**config.mk**
```make
export PLATFORM = sky130hd
export DESIGN_NAME = key_action
export DESIGN_NICKNAME = d
export VERILOG_FILES = /design/src/rtl/key_action.sv
export SDC_FILE = /design/constraint.sdc
export NUM_CORES = 1
export LEC_CHECK = 0
export CAP_MARGIN = 40
export CELL_PAD_IN_SITES_DETAIL_PLACEMENT = 1
export CELL_PAD_IN_SITES_GLOBAL_PLACEMENT = 1
export CORE_MARGIN = 2
export CORE_UTILIZATION = 42
export DETAILED_ROUTE_END_ITERATION = 16
export PLACE_DENSITY_LB_ADDON = 0.08
export SYNTH_ARGS = -nofsm -noshare
export SYNTH_HDL_FRONTEND = slang
export SYNTH_SLANG_ARGS = --single-unit
```
**constraint.sdc**
```tcl
create_clock -name clk -period 2.1 [get_ports clk]
set_input_delay 0.63 -clock clk [delete_from_list [all_inputs] [get_ports clk]]
set_output_delay 0.63 -clock clk [all_outputs]
set_load 0.02 [all_outputs]
```
**src/rtl/key_action.sv**
```systemverilog
// Converts synchronised PS/2 held-key levels into per-frame game commands:
// movement direction, jump request/cut/hold duration and shoot request.
module key_action #(
  parameter int unsigned HOLD_MAX    = 15,
  parameter int unsigned SYNC_STAGES = 2
) (
  input  logic       clk,
  input  logic       rst,
  input  logic [3:0] keys,
  input  logic       frame_tick,
  output logic [1:0] move_dir,
  output logic       jump_req,
  output logic       jump_cut,
  output logic [3:0] jump_hold,
  output logic       shoot_req
);

  localparam logic [3:0] HOLD_MAX_L = 4'(HOLD_MAX);

  typedef enum logic [1:0] {IDLE = 2'd0, HELD = 2'd1, SAT = 2'd2} jstate_e;
  typedef enum logic [1:0] {DIR_NONE = 2'b00, DIR_LEFT = 2'b01, DIR_RIGHT = 2'b10} dir_e;

  logic [SYNC_STAGES-1:0][3:0] sync_q;
  logic [3:0] ks, ks_d_q, rise, fall;
  logic       jp_q, jp_d, jr_q, jr_d, sh_q, sh_d;
  dir_e       last_q, last_d;
  jstate_e    state_q, state_d;
  logic [1:0] move_dir_q, move_dir_d;
  logic       jump_req_q, jump_req_d, jump_cut_q, jump_cut_d, shoot_q, shoot_d;
  logic [3:0] hold_q, hold_d, hold_inc;
  logic       pressed, released, release_now;

  assign ks        = sync_q[SYNC_STAGES-1];
  assign move_dir  = move_dir_q;
  assign jump_req  = jump_req_q;
  assign jump_cut  = jump_cut_q;
  assign jump_hold = hold_q;
  assign shoot_req = shoot_q;

  // Synchroniser, edge-detect history and all frame state.
  always_ff @(posedge clk or posedge rst) begin
    if (rst) begin
      sync_q     <= '0;
      ks_d_q     <= '0;
      jp_q       <= 1'b0;
      jr_q       <= 1'b0;
      sh_q       <= 1'b0;
      last_q     <= DIR_NONE;
      state_q    <= IDLE;
      move_dir_q <= 2'b00;
      jump_req_q <= 1'b0;
      jump_cut_q <= 1'b0;
      shoot_q    <= 1'b0;
      hold_q     <= 4'd0;
    end else begin
      sync_q     <= {sync_q[SYNC_STAGES-2:0], keys};
      ks_d_q     <= ks;
      jp_q       <= jp_d;
      jr_q       <= jr_d;
      sh_q       <= sh_d;
      last_q     <= last_d;
      state_q    <= state_d;
      move_dir_q <= move_dir_d;
      jump_req_q <= jump_req_d;
      jump_cut_q <= jump_cut_d;
      shoot_q    <= shoot_d;
      hold_q     <= hold_d;
    end
  end

  // Event latching, direction resolution and jump FSM.
  always_comb begin
    rise        = ks & ~ks_d_q;
    fall        = ~ks & ks_d_q;
    jp_d        = jp_q | rise[3];
    jr_d        = jr_q | fall[3];
    sh_d        = sh_q | rise[2];
    last_d      = last_q;
    state_d     = state_q;
    move_dir_d  = move_dir_q;
    jump_req_d  = 1'b0;
    jump_cut_d  = 1'b0;
    shoot_d     = 1'b0;
    hold_d      = hold_q;
    hold_inc    = hold_q + 4'd1;
    pressed     = jp_d;
    released    = jr_d;
    release_now = jr_d | ~ks[3];

    if (rise[1])      last_d = DIR_RIGHT;
    else if (rise[0]) last_d = DIR_LEFT;

    if (frame_tick) begin
      jp_d    = 1'b0;
      jr_d    = 1'b0;
      sh_d    = 1'b0;
      shoot_d = sh_q | rise[2];

      case (ks[1:0])
        2'b01:   move_dir_d = DIR_LEFT;
        2'b10:   move_dir_d = DIR_RIGHT;
        2'b11:   move_dir_d = last_d;
        default: move_dir_d = DIR_NONE;
      endcase

      case (state_q)
        IDLE: begin
          if (pressed) begin
            jump_req_d = 1'b1;
            if (ks[3]) begin
              hold_d  = 4'd1;
              state_d = (HOLD_MAX == 1) ? SAT : HELD;
            end else begin
              jump_cut_d = 1'b1;
              hold_d     = 4'd0;
            end
          end
        end
        HELD, SAT: begin
          if (release_now || released) begin
            jump_cut_d = (state_q == HELD);
            jump_req_d = pressed;
            // A re-press inside the frame starts a fresh hold; a re-tap is a cut jump.
            if (pressed && ks[3]) begin
              hold_d  = 4'd1;
              state_d = (HOLD_MAX == 1) ? SAT : HELD;
            end else begin
              jump_cut_d = jump_cut_d | pressed;
              hold_d     = 4'd0;
              state_d    = IDLE;
            end
          end else if (state_q == HELD) begin
            hold_d = hold_inc;
            if (hold_inc == HOLD_MAX_L) state_d = SAT;
          end
        end
        default: begin
          state_d = IDLE;
          hold_d  = 4'd0;
        end
      endcase
    end
  end

endmodule

```
Word level (Yosys, flattened, before mapping)
Index checks and enable logic that the tools add are counted.

word-level totals
  bits in latches = 0
  logic and storage cells = 70
  bits of input ports = 7
  RAM bits = 0
  register bits = 28
  bits in read-only memories = 0
  memories = 0

cells by class
  mux-type cells = 30
  shift-type cells = 0
  reduce and logical (&&, ||, !) cells = 6
  $lt $le $gt $ge = 0
  equality and inequality tests = 10
  div/mod/pow operators = 0
  bitwise logic cells = 10
  multipliers = 0
  $add $sub $neg = 1

operators by type and width
  kind                                                 count
  two-way mux 1 bit                                    15
  two-way mux 2 bit                                    7
  two-way mux 4 bit                                    3
  bitwise AND 4 bit                                    2
  NOT 4 bit                                            2
  one-hot mux 4 bit (2 select lines)                   1
  equality test 2 bit, second input constant           3
  != test 3 bit, second input constant                 2
  one-hot mux 2 bit (3 select lines)                   1
  OR 1 bit                                             5
  AND reduction 5 bit                                  1
  adder 4 x 1 -> 4 bit, second input constant          1
  equality test 2 x 1 -> 1 bit, second input constant  2
  equality test 4 bit, second input constant           1
  != test 2 bit, second input constant                 2
  one-hot mux 1 bit (2 select lines)                   2
  one-hot mux 2 bit (2 select lines)                   1
  AND reduction 3 bit                                  1
  zero test 2 bit                                      1
  OR reduction 2 bit                                   1
  logical AND 1 bit                                    1
  logical OR 1 bit                                     1
  NOT 1 bit                                            1

Longest topological paths before layout
Gate-level depths: netlist of the first run.

  depth after elaboration = 8
  mapped depth = 7

Worst setup path before layout of the first run
No wires, ideal clock.

  kind = register -> register
  start point = register state_q[0]
  end point = register hold_q[3], in the netlist jump_hold[3]
  library setup time = 0.092 ns
  arrival time = 1.643 ns
  path buffers = 0
  clock period less this slack = 1.735 ns
  setup slack = 0.365 ns
  required time = 2.008 ns
  cell stages (with the launch flop) = 8
  cell sequence = dfrtp_1 inv_1 ha_1 nand3b_4 o21ai_2 a21o_4 or3_4 o31ai_2

between the ends
  cells in the longest elaborated chain, start to end = 4
  elaborated cells on any way between the ends = 8
  those cells by class = eq/ne (4); mux (1); reduce/logical (3)

ends and longest elaborated chain
  item                                                                        RTL line  RTL
  start: declaration                                                          27        jstate_e state_q, state_d;
  start signal: assignment                                                    62        state_q <= state_d;
  equality test 2 x 1 -> 1 bit / equality test 2 bit (equally long branches)  106, 132
  OR reduction 2 bit                                                          106       case (state_q)
  != test 3 bit (no source line)                                              -
  AND reduction 3 bit (no source line)                                        -
  end signal: assignment                                                      67        hold_q <= hold_d;
  end: declaration                                                            30        logic [3:0] hold_q, hold_d, hold_inc;

Parallel ways exist; a longest one is shown, timed or not.
A chain may end at the register's enable or synchronous reset.

Final worst setup path of the first run
  start point = register hold_q[1], in the netlist jump_hold[1]
  end point = output jump_hold[1]

RTL lines
  item              RTL line  RTL
  end: declaration  14        output logic [3:0] jump_hold,

No word-level cell between the ends.

==> results of run 1 <==
-- per-layer routing --
metal  global-route usage [%]  share of wire, %
met5                        0                 0
met4                     4.98              0.72
met3                     2.07               2.0
met2                     25.3                49
met1                     21.5                48
-- cell type report --
class	instances	area, um2
clock buffers	3	22.5
flip-flops and latches	28	703
clock inverters	1	30.0
well taps	31	38.8
repair buffers	17	164
fillers	297	1280
multi-input cells	62	427
inverters	12	45.0
-- per-stage QoR --
step                      hold WS, ns  utilization (%)  cell area (um2)  setup WS [ns]
after global routing            0.385             52.8             1430         0.0140
after detailed placement        0.343             50.8             1380         0.0666
after floorplan                 0.331                -             1180          0.365
after global placement          0.333             50.8             1380          0.102
after CTS                       0.376             52.7             1430        0.00214
final                           0.370             52.8             1430         0.0766
-- layout by cell type, fill, tap and decap left out, drive strengths merged, types with 2 or more instances in the layout --
cell type / n
dfrtp: 28
clkdlybuf4s50: 14
a21oi: 7
mux2i: 2
nand3: 2
o41ai: 2
o21ai: 9
nand2b: 6
nor2: 6
nand2: 6
nor3: 2
buf: 2
ha: 5
o211ai: 2
inv: 12
clkbuf: 3
-- flip-flops by register name (all words and copies together) (netlist names), 2 cells and up --
| name | flops |
|---|---|
| move_dir | 2 |
| last_q | 2 |
| ks_d_q | 4 |
| sync_q | 4 |
| state_q | 2 |
| ks | 4 |
| jump_hold | 4 |
-- power breakdown --
| group | leakage, nW | switching (mW) | internal, mW |
|---|---|---|---|
| Sequential | 0.344 | 0.0572 | 0.605 |
| Combinational | 0.271 | 0.274 | 0.206 |
| Clock | 0.0279 | 0.155 | 0.193 |
| Total | 0.643 | 0.486 | 1.00 |
-- what timing repair did --
action / 4_1_cts / 5_1_grt
endpoints found under the hold margin: 0 / 0
setup endpoints to repair: 1 / 2
hold buffers: 0 / 0
gates resized for setup: 1 / 2
-- worst max-delay path by stage --
stage / start / end / depth (start not counted)
4_1_cts: jump_hold[1] / jump_hold[1] / 1
3_3_place_gp: frame_tick / jump_hold[3] / 5
3_5_place_dp: frame_tick / jump_hold[3] / 5
2_1_floorplan: state_q[0] / jump_hold[3] / 7
6_report: jump_hold[1] / jump_hold[1] / 1
5_1_grt: jump_hold[1] / jump_hold[1] / 1
-- cells by family after synthesis --
| group | synth area share [%] |
|---|---|
| compound gates | 16.2 |
| fa+ha+maj | 5.32 |
| buf+inv | 4.15 |
| flops | 59.6 |
| mux | 1.70 |
| simple gates | 13.1 |
==> key figures, run 1 <==
Clock tree
  • Clock sink total: 28
  • Clock tree buffer depth: 2
  • Total CTS buffers: 3
  • CTS H-Tree Depth: 1
  • Reg clk slew, reported paths: 0.15 ns
  • Skew-Pair Late Insertion Delay: 0.32 ns
  • Postcts setup bufs: 0
  • Root Buffer: clkbuf_4
  • CTS tree: yes

Timing
  • Final Hold Fails: 0
  • Setup_tns: 0 ns
  • FMAX: 0.494 GHz
  • Fin crit period: 2.02 ns
  • Relative slew margins: 73.4%
  • Final Max Slew Viols: 0
  • Clk_skew: 0.00727 ns
  • RSZ-0062 raised after global routing: no
  • Tcrit/Tclk final: 96.4%
  • Slew @ Worst Pin: 0.398 ns
  • Setup violators final: 0

Critical path
  • R2r setup slk: 0.22 ns
  • Slowest stage delay, CP: 0.62 ns
  • Highest fanout seen on the critical path: 6
  • Top delay family on crit path: buffers and inverters
  • Worst path arrival time: 1.39 ns
  • CP cell instances: clkdlybuf4s50_1
  • Critical path buffers and inverters: 1
  • WP data required: 1.47 ns
  • Worst R2R Start: state_q[0]
  • Reg-to-reg endpoint: jump_hold[3]
  • FF-to-FF path depth: 7
  • CP Capture Type: primary output
  • Worst setup SP type: flop
  • Crit-path slowest cell: clkdlybuf4s50_1
  • Crit Path Category: flop to primary output

Synth
  • Yosys reg bits: 28
  • Syn. warnings: 0
  • Syn_area_per_cell: 11.4 um2
  • Mapped Nets: 115
  • Post-synth top area share: 59.6%
  • Ranking of synthesized cells by area: dfrtp_1 60%, ha_1 5.3%, inv_1 3.8%
  • Sequential area share after synthesis: 59.6%
  • Async SR Flop Fraction: 100%
  • Cell taking the most area after synthesis: dfrtp_1
  • Most frequent cell after synthesis: dfrtp_1
  • Mapped Area: 0.00118 mm2
  • Mapped Cells: 103
  • Cell variety after synth: 29
  • Most used DFF post-synth: dfrtp_1
  • Post-synth EDFFs: 0
  • Commonest cells post-synth: 28 x dfrtp_1, 12 x inv_1, 7 x a21oi_1

GRT
  • Remaining Overflow, GRT: 0
  • Number of global-route vias before repair: 838
  • First-pass GRT wire length: 3910 um
  • Initial antenna violation count: 0
  • Largest net degree at the start of global routing: 29
  • Gr usage total: 15.5%

Finish
  • Diode count: 0
  • Layout cells sized above 1: 10.6%
  • Finished Layout Cells: 154
  • Nets: 136
  • Layout area overhead: 21.6%

Placed design
  • Post-DP HPWL: 1570 um
  • Cell Count Post-Placement: 150
  • I/O Buffers: 15
  • Final GP Congestion: 0.689

Routing
  • Antenna Nets Post-Route: 0
  • Residual DRC: 0
  • DRT iter0 DRCs: 13
  • WL final: 2210 um
  • First-pass DRT Iterations: 2
  • Wire length per cell: 14.4 um
  • Total number of vias: 800
  • DR vias/cell: 5.19

Pwr
  • Max VDD drop: 0.668 mV
  • Tot Pwr: 1.49 mW
  • Leakage Power: 0.643 nW
  • Pwr Density: 1040 mW/mm2

Die
  • Num rows: 19
  • Initial core utilization: 43.4%
  • Core region area: 0.00271 mm2
  • Die Footprint: 0.00324 mm2
  • Die Width: 56.9 um
  • Die Ht: 56.9 um
  • I/O pins: 16

Outcome
  • Status: complete, no violations

Min path
  • HP Class: flop to flop
  • Min-Delay Path Depth: 0
  • HP Start: sync_q[2]
  • Hold endpoint: ks[2]

Job
  • Max cap viols: 0
Note: power is estimated with default switching activity, not from simulation.
==> inputs of run 2 (changes only) <==
--- a/config.mk
+++ b/config.mk
@@ -8,10 +8,10 @@
 export CAP_MARGIN = 40
 export CELL_PAD_IN_SITES_DETAIL_PLACEMENT = 1
 export CELL_PAD_IN_SITES_GLOBAL_PLACEMENT = 1
-export CORE_MARGIN = 2
 export CORE_UTILIZATION = 42
 export DETAILED_ROUTE_END_ITERATION = 16
 export PLACE_DENSITY_LB_ADDON = 0.08
 export SYNTH_ARGS = -nofsm -noshare
 export SYNTH_HDL_FRONTEND = slang
 export SYNTH_SLANG_ARGS = --single-unit
+export TNS_END_PERCENT = 10
==> run 2 against run 1 <==
Compared with the run above: count of clock-buffer cells in the layout unchanged; via count increased by 2.4%; global-route usage increased by 4.3 points; sequential cell count unchanged; sequential share of layout area about the same; worst hold slack got worse by 0.0041 ns; fmax increased by 3.6%; non-clock buffer count unchanged; first-iteration DRC count decreased by 46%; final cell count decreased by 0.65%; combinational power increased by 3%; highest routed layer unchanged.
==> key figures, run 2 (synthesized netlist as in run 1, its figures left out) <==
Critical path
  • Worst setup SP type: flop (unchanged)
  • Worst R2R Start: state_q[0] (unchanged)
  • R2r setup slk: 0.15 ns (was 0.22 ns)
  • Critical path buffers and inverters: 1 (unchanged)
  • Reg-to-reg endpoint: jump_hold[3] (unchanged)
  • Slowest stage delay, CP: 0.60 ns (was 0.62 ns)
  • Highest fanout seen on the critical path: 2 (was 6)
  • CP Capture Type: primary output (unchanged)
  • CP cell instances: clkdlybuf4s50_1 (unchanged)
  • Crit Path Category: flop to primary output (unchanged)
  • FF-to-FF path depth: 7 (unchanged)
  • Worst path arrival time: 1.32 ns (was 1.39 ns)
  • Crit-path slowest cell: clkdlybuf4s50_1 (unchanged)
  • Top delay family on crit path: buffers and inverters (unchanged)
  • WP data required: 1.47 ns (about the same)

Timing
  • Relative slew margins: 72.1% (was 73.4%)
  • RSZ-0062 raised after global routing: no (unchanged)
  • Clk_skew: 0.00880 ns (was 0.00727 ns)
  • Fin crit period: 1.95 ns (was 2.02 ns)
  • Setup violators final: 0 (unchanged)
  • Slew @ Worst Pin: 0.419 ns (was 0.398 ns)
  • Final Max Slew Viols: 0 (unchanged)
  • Setup_tns: 0 ns (unchanged)
  • FMAX: 0.512 GHz (was 0.494 GHz)
  • Tcrit/Tclk final: 93.0% (was 96.4%)
  • Final Hold Fails: 0 (unchanged)

Routing
  • Wire length per cell: 15.7 um (was 14.4 um)
  • Residual DRC: 0 (unchanged)
  • DRT iter0 DRCs: 7 (was 13)
  • DR vias/cell: 5.35 (was 5.19)
  • First-pass DRT Iterations: 4 (was 2)
  • Antenna Nets Post-Route: 0 (unchanged)
  • Total number of vias: 819 (was 800)
  • WL final: 2400 um (was 2210 um)

GRT
  • Number of global-route vias before repair: 863 (was 838)
  • First-pass GRT wire length: 4060 um (was 3910 um)
  • Met1 usage: 24.9% (was 21.5%)
  • Initial antenna violation count: 0 (unchanged)
  • GR Layer Usage met3: 3.01% (was 2.07%)
  • Most Crowded Layer GR: met2 (unchanged)
  • Largest net degree at the start of global routing: 29 (unchanged)
  • Met2 Use GR: 31.7% (was 25.3%)
  • Remaining Overflow, GRT: 0 (unchanged)
  • Gr usage total: 19.8% (was 15.5%)

Clock tree
  • Clock tree buffer depth: 2 (unchanged)
  • CTS tree: yes (unchanged)
  • CTS H-Tree Depth: 1 (unchanged)
  • Root Buffer: clkbuf_4 (unchanged)
  • Skew-Pair Late Insertion Delay: 0.34 ns (was 0.32 ns)
  • Clock sink total: 28 (unchanged)
  • Postcts setup bufs: 0 (unchanged)
  • Total CTS buffers: 3 (unchanged)
  • Cts hold-fix bufs: 0 (unchanged)
  • Reg clk slew, reported paths: 0.16 ns (was 0.15 ns)

Die
  • Num rows: 18 (was 19)
  • I/O pins: 16 (unchanged)
  • Core region area: 0.00257 mm2 (was 0.00271 mm2)
  • Die Width: 54.9 um (was 56.9 um)
  • Die Ht: 54.9 um (was 56.9 um)
  • Initial core utilization: 45.8% (was 43.4%)
  • Die Footprint: 0.00302 mm2 (was 0.00324 mm2)

Job
  • Max cap viols: 0 (unchanged)

Finish
  • Diode count: 0 (unchanged)
  • Layout area overhead: 21.3% (was 21.6%)
  • Number of fill cells in the layout: 278 (was 297)
  • Final Core Density: 55.6% (was 52.8%)
  • Commonest non-fill, non-tap cells in the layout: 28 x dfrtp_1, 12 x inv_1, 11 x clkdlybuf4s50_1 (was 26 x dfrtp_1, 14 x clkdlybuf4s50_1, 12 x inv_1)
  • Nets: 136 (unchanged)
  • Layout cells sized above 1: 8.94% (was 10.6%)
  • Post-route cell area: 0.00143 mm2 (about the same)
  • Most common cell after layout, fill and taps aside: dfrtp_1 (unchanged)

Min path
  • Hold endpoint: ks[0] (was ks[2])
  • Min-Delay Path Depth: 0 (unchanged)
  • HP Start: sync_q[0] (was sync_q[2])
  • HP Class: flop to flop (unchanged)

Placed design
  • Post-DP HPWL: 1620 um (was 1570 um)
  • Final GP Congestion: 0.782 (was 0.689)
  • I/O Buffers: 15 (unchanged)
  • Post-DP Area: 0.00138 mm2 (about the same)

Pwr
  • Clock power share: 24.0% (was 23.3%)
  • Sw Ratio: 34.3% (was 32.6%)
  • Max VDD drop: 0.769 mV (was 0.668 mV)
  • Leakage Power: 0.674 nW (was 0.643 nW)
  • Comb pwr share: 32.6% (was 32.2%)
  • Internal: 0.999 mW (was 1.00 mW)
  • Net Switching: 0.522 mW (was 0.486 mW)
  • Pwr Density: 1070 mW/mm2 (was 1040 mW/mm2)
  • Sequential share of power: 43.4% (was 44.4%)

Outcome
  • Status: complete, no violations (unchanged)
run 2: worst max-delay path by stage:
| stage | to | depth (start not counted) | from |
|---|---|---|---|
| 3_3_place_gp | jump_hold[3] | 5 | frame_tick |
| 3_5_place_dp | jump_hold[3] | 5 | frame_tick |
| 5_1_grt | move_dir[1] | 1 | move_dir[1] |
| 4_1_cts | jump_hold[2] | 1 | jump_hold[2] |
| 6_report | move_dir[1] | 1 | move_dir[1] |
| 2_1_floorplan | jump_hold[3] | 7 | state_q[0] |
run 2: metal layers:
metal	vias to the layer above	wire length, um
li1	389	-
met3	7	65
met1	406	1150
met4	0	60
met2	17	1120
met5	-	0
run 2: cell type report:
| cell class | count | area [um2] | area share [%] |
|---|---|---|---|
| Clock inverter | 1 | 30.0 | 2.11 |
| Tap cell | 30 | 37.5 | 2.63 |
| Inverter | 12 | 45.0 | 3.16 |
| Clock buffer | 3 | 22.5 | 1.58 |
| Multi-Input combinational cell | 62 | 427 | 29.9 |
| Sequential cell | 28 | 701 | 49.1 |
| Timing Repair Buffer | 17 | 164 | 11.5 |
run 2: power by group through the flow:
stage | Sequential, mW | Clock [mW] | Combinational (mW)
3_5_place_dp | 0.672 | 0 | 0.492
5_1_grt | 0.670 | 0.391 | 0.539
4_1_cts | 0.661 | 0.375 | 0.500
6_report | 0.660 | 0.365 | 0.495
3_3_place_gp | 0.667 | 0 | 0.469
2_1_floorplan | 0.690 | 0 | 0.311
run 2: what timing repair did:
action | CTS | global route
resized for setup | 3 | 1
hold endpoints to repair | 0 | 0
endpoints found under the setup margin | 3 | 1
pin swaps | 0 | 0
run 2: through the flow:
step | std cells | hold WS (ns) | power, mW | setup slack, ns
finish | 153 | 0.366 | 1.52 | 0.147
global route | 153 | 0.384 | 1.60 | 0.0800
CTS | 153 | 0.370 | 1.54 | 0.0326
detailed placement | 149 | 0.336 | 1.16 | 0.0675
global placement | 149 | 0.332 | 1.14 | 0.101
floorplan | 103 | 0.331 | 1.00 | 0.365
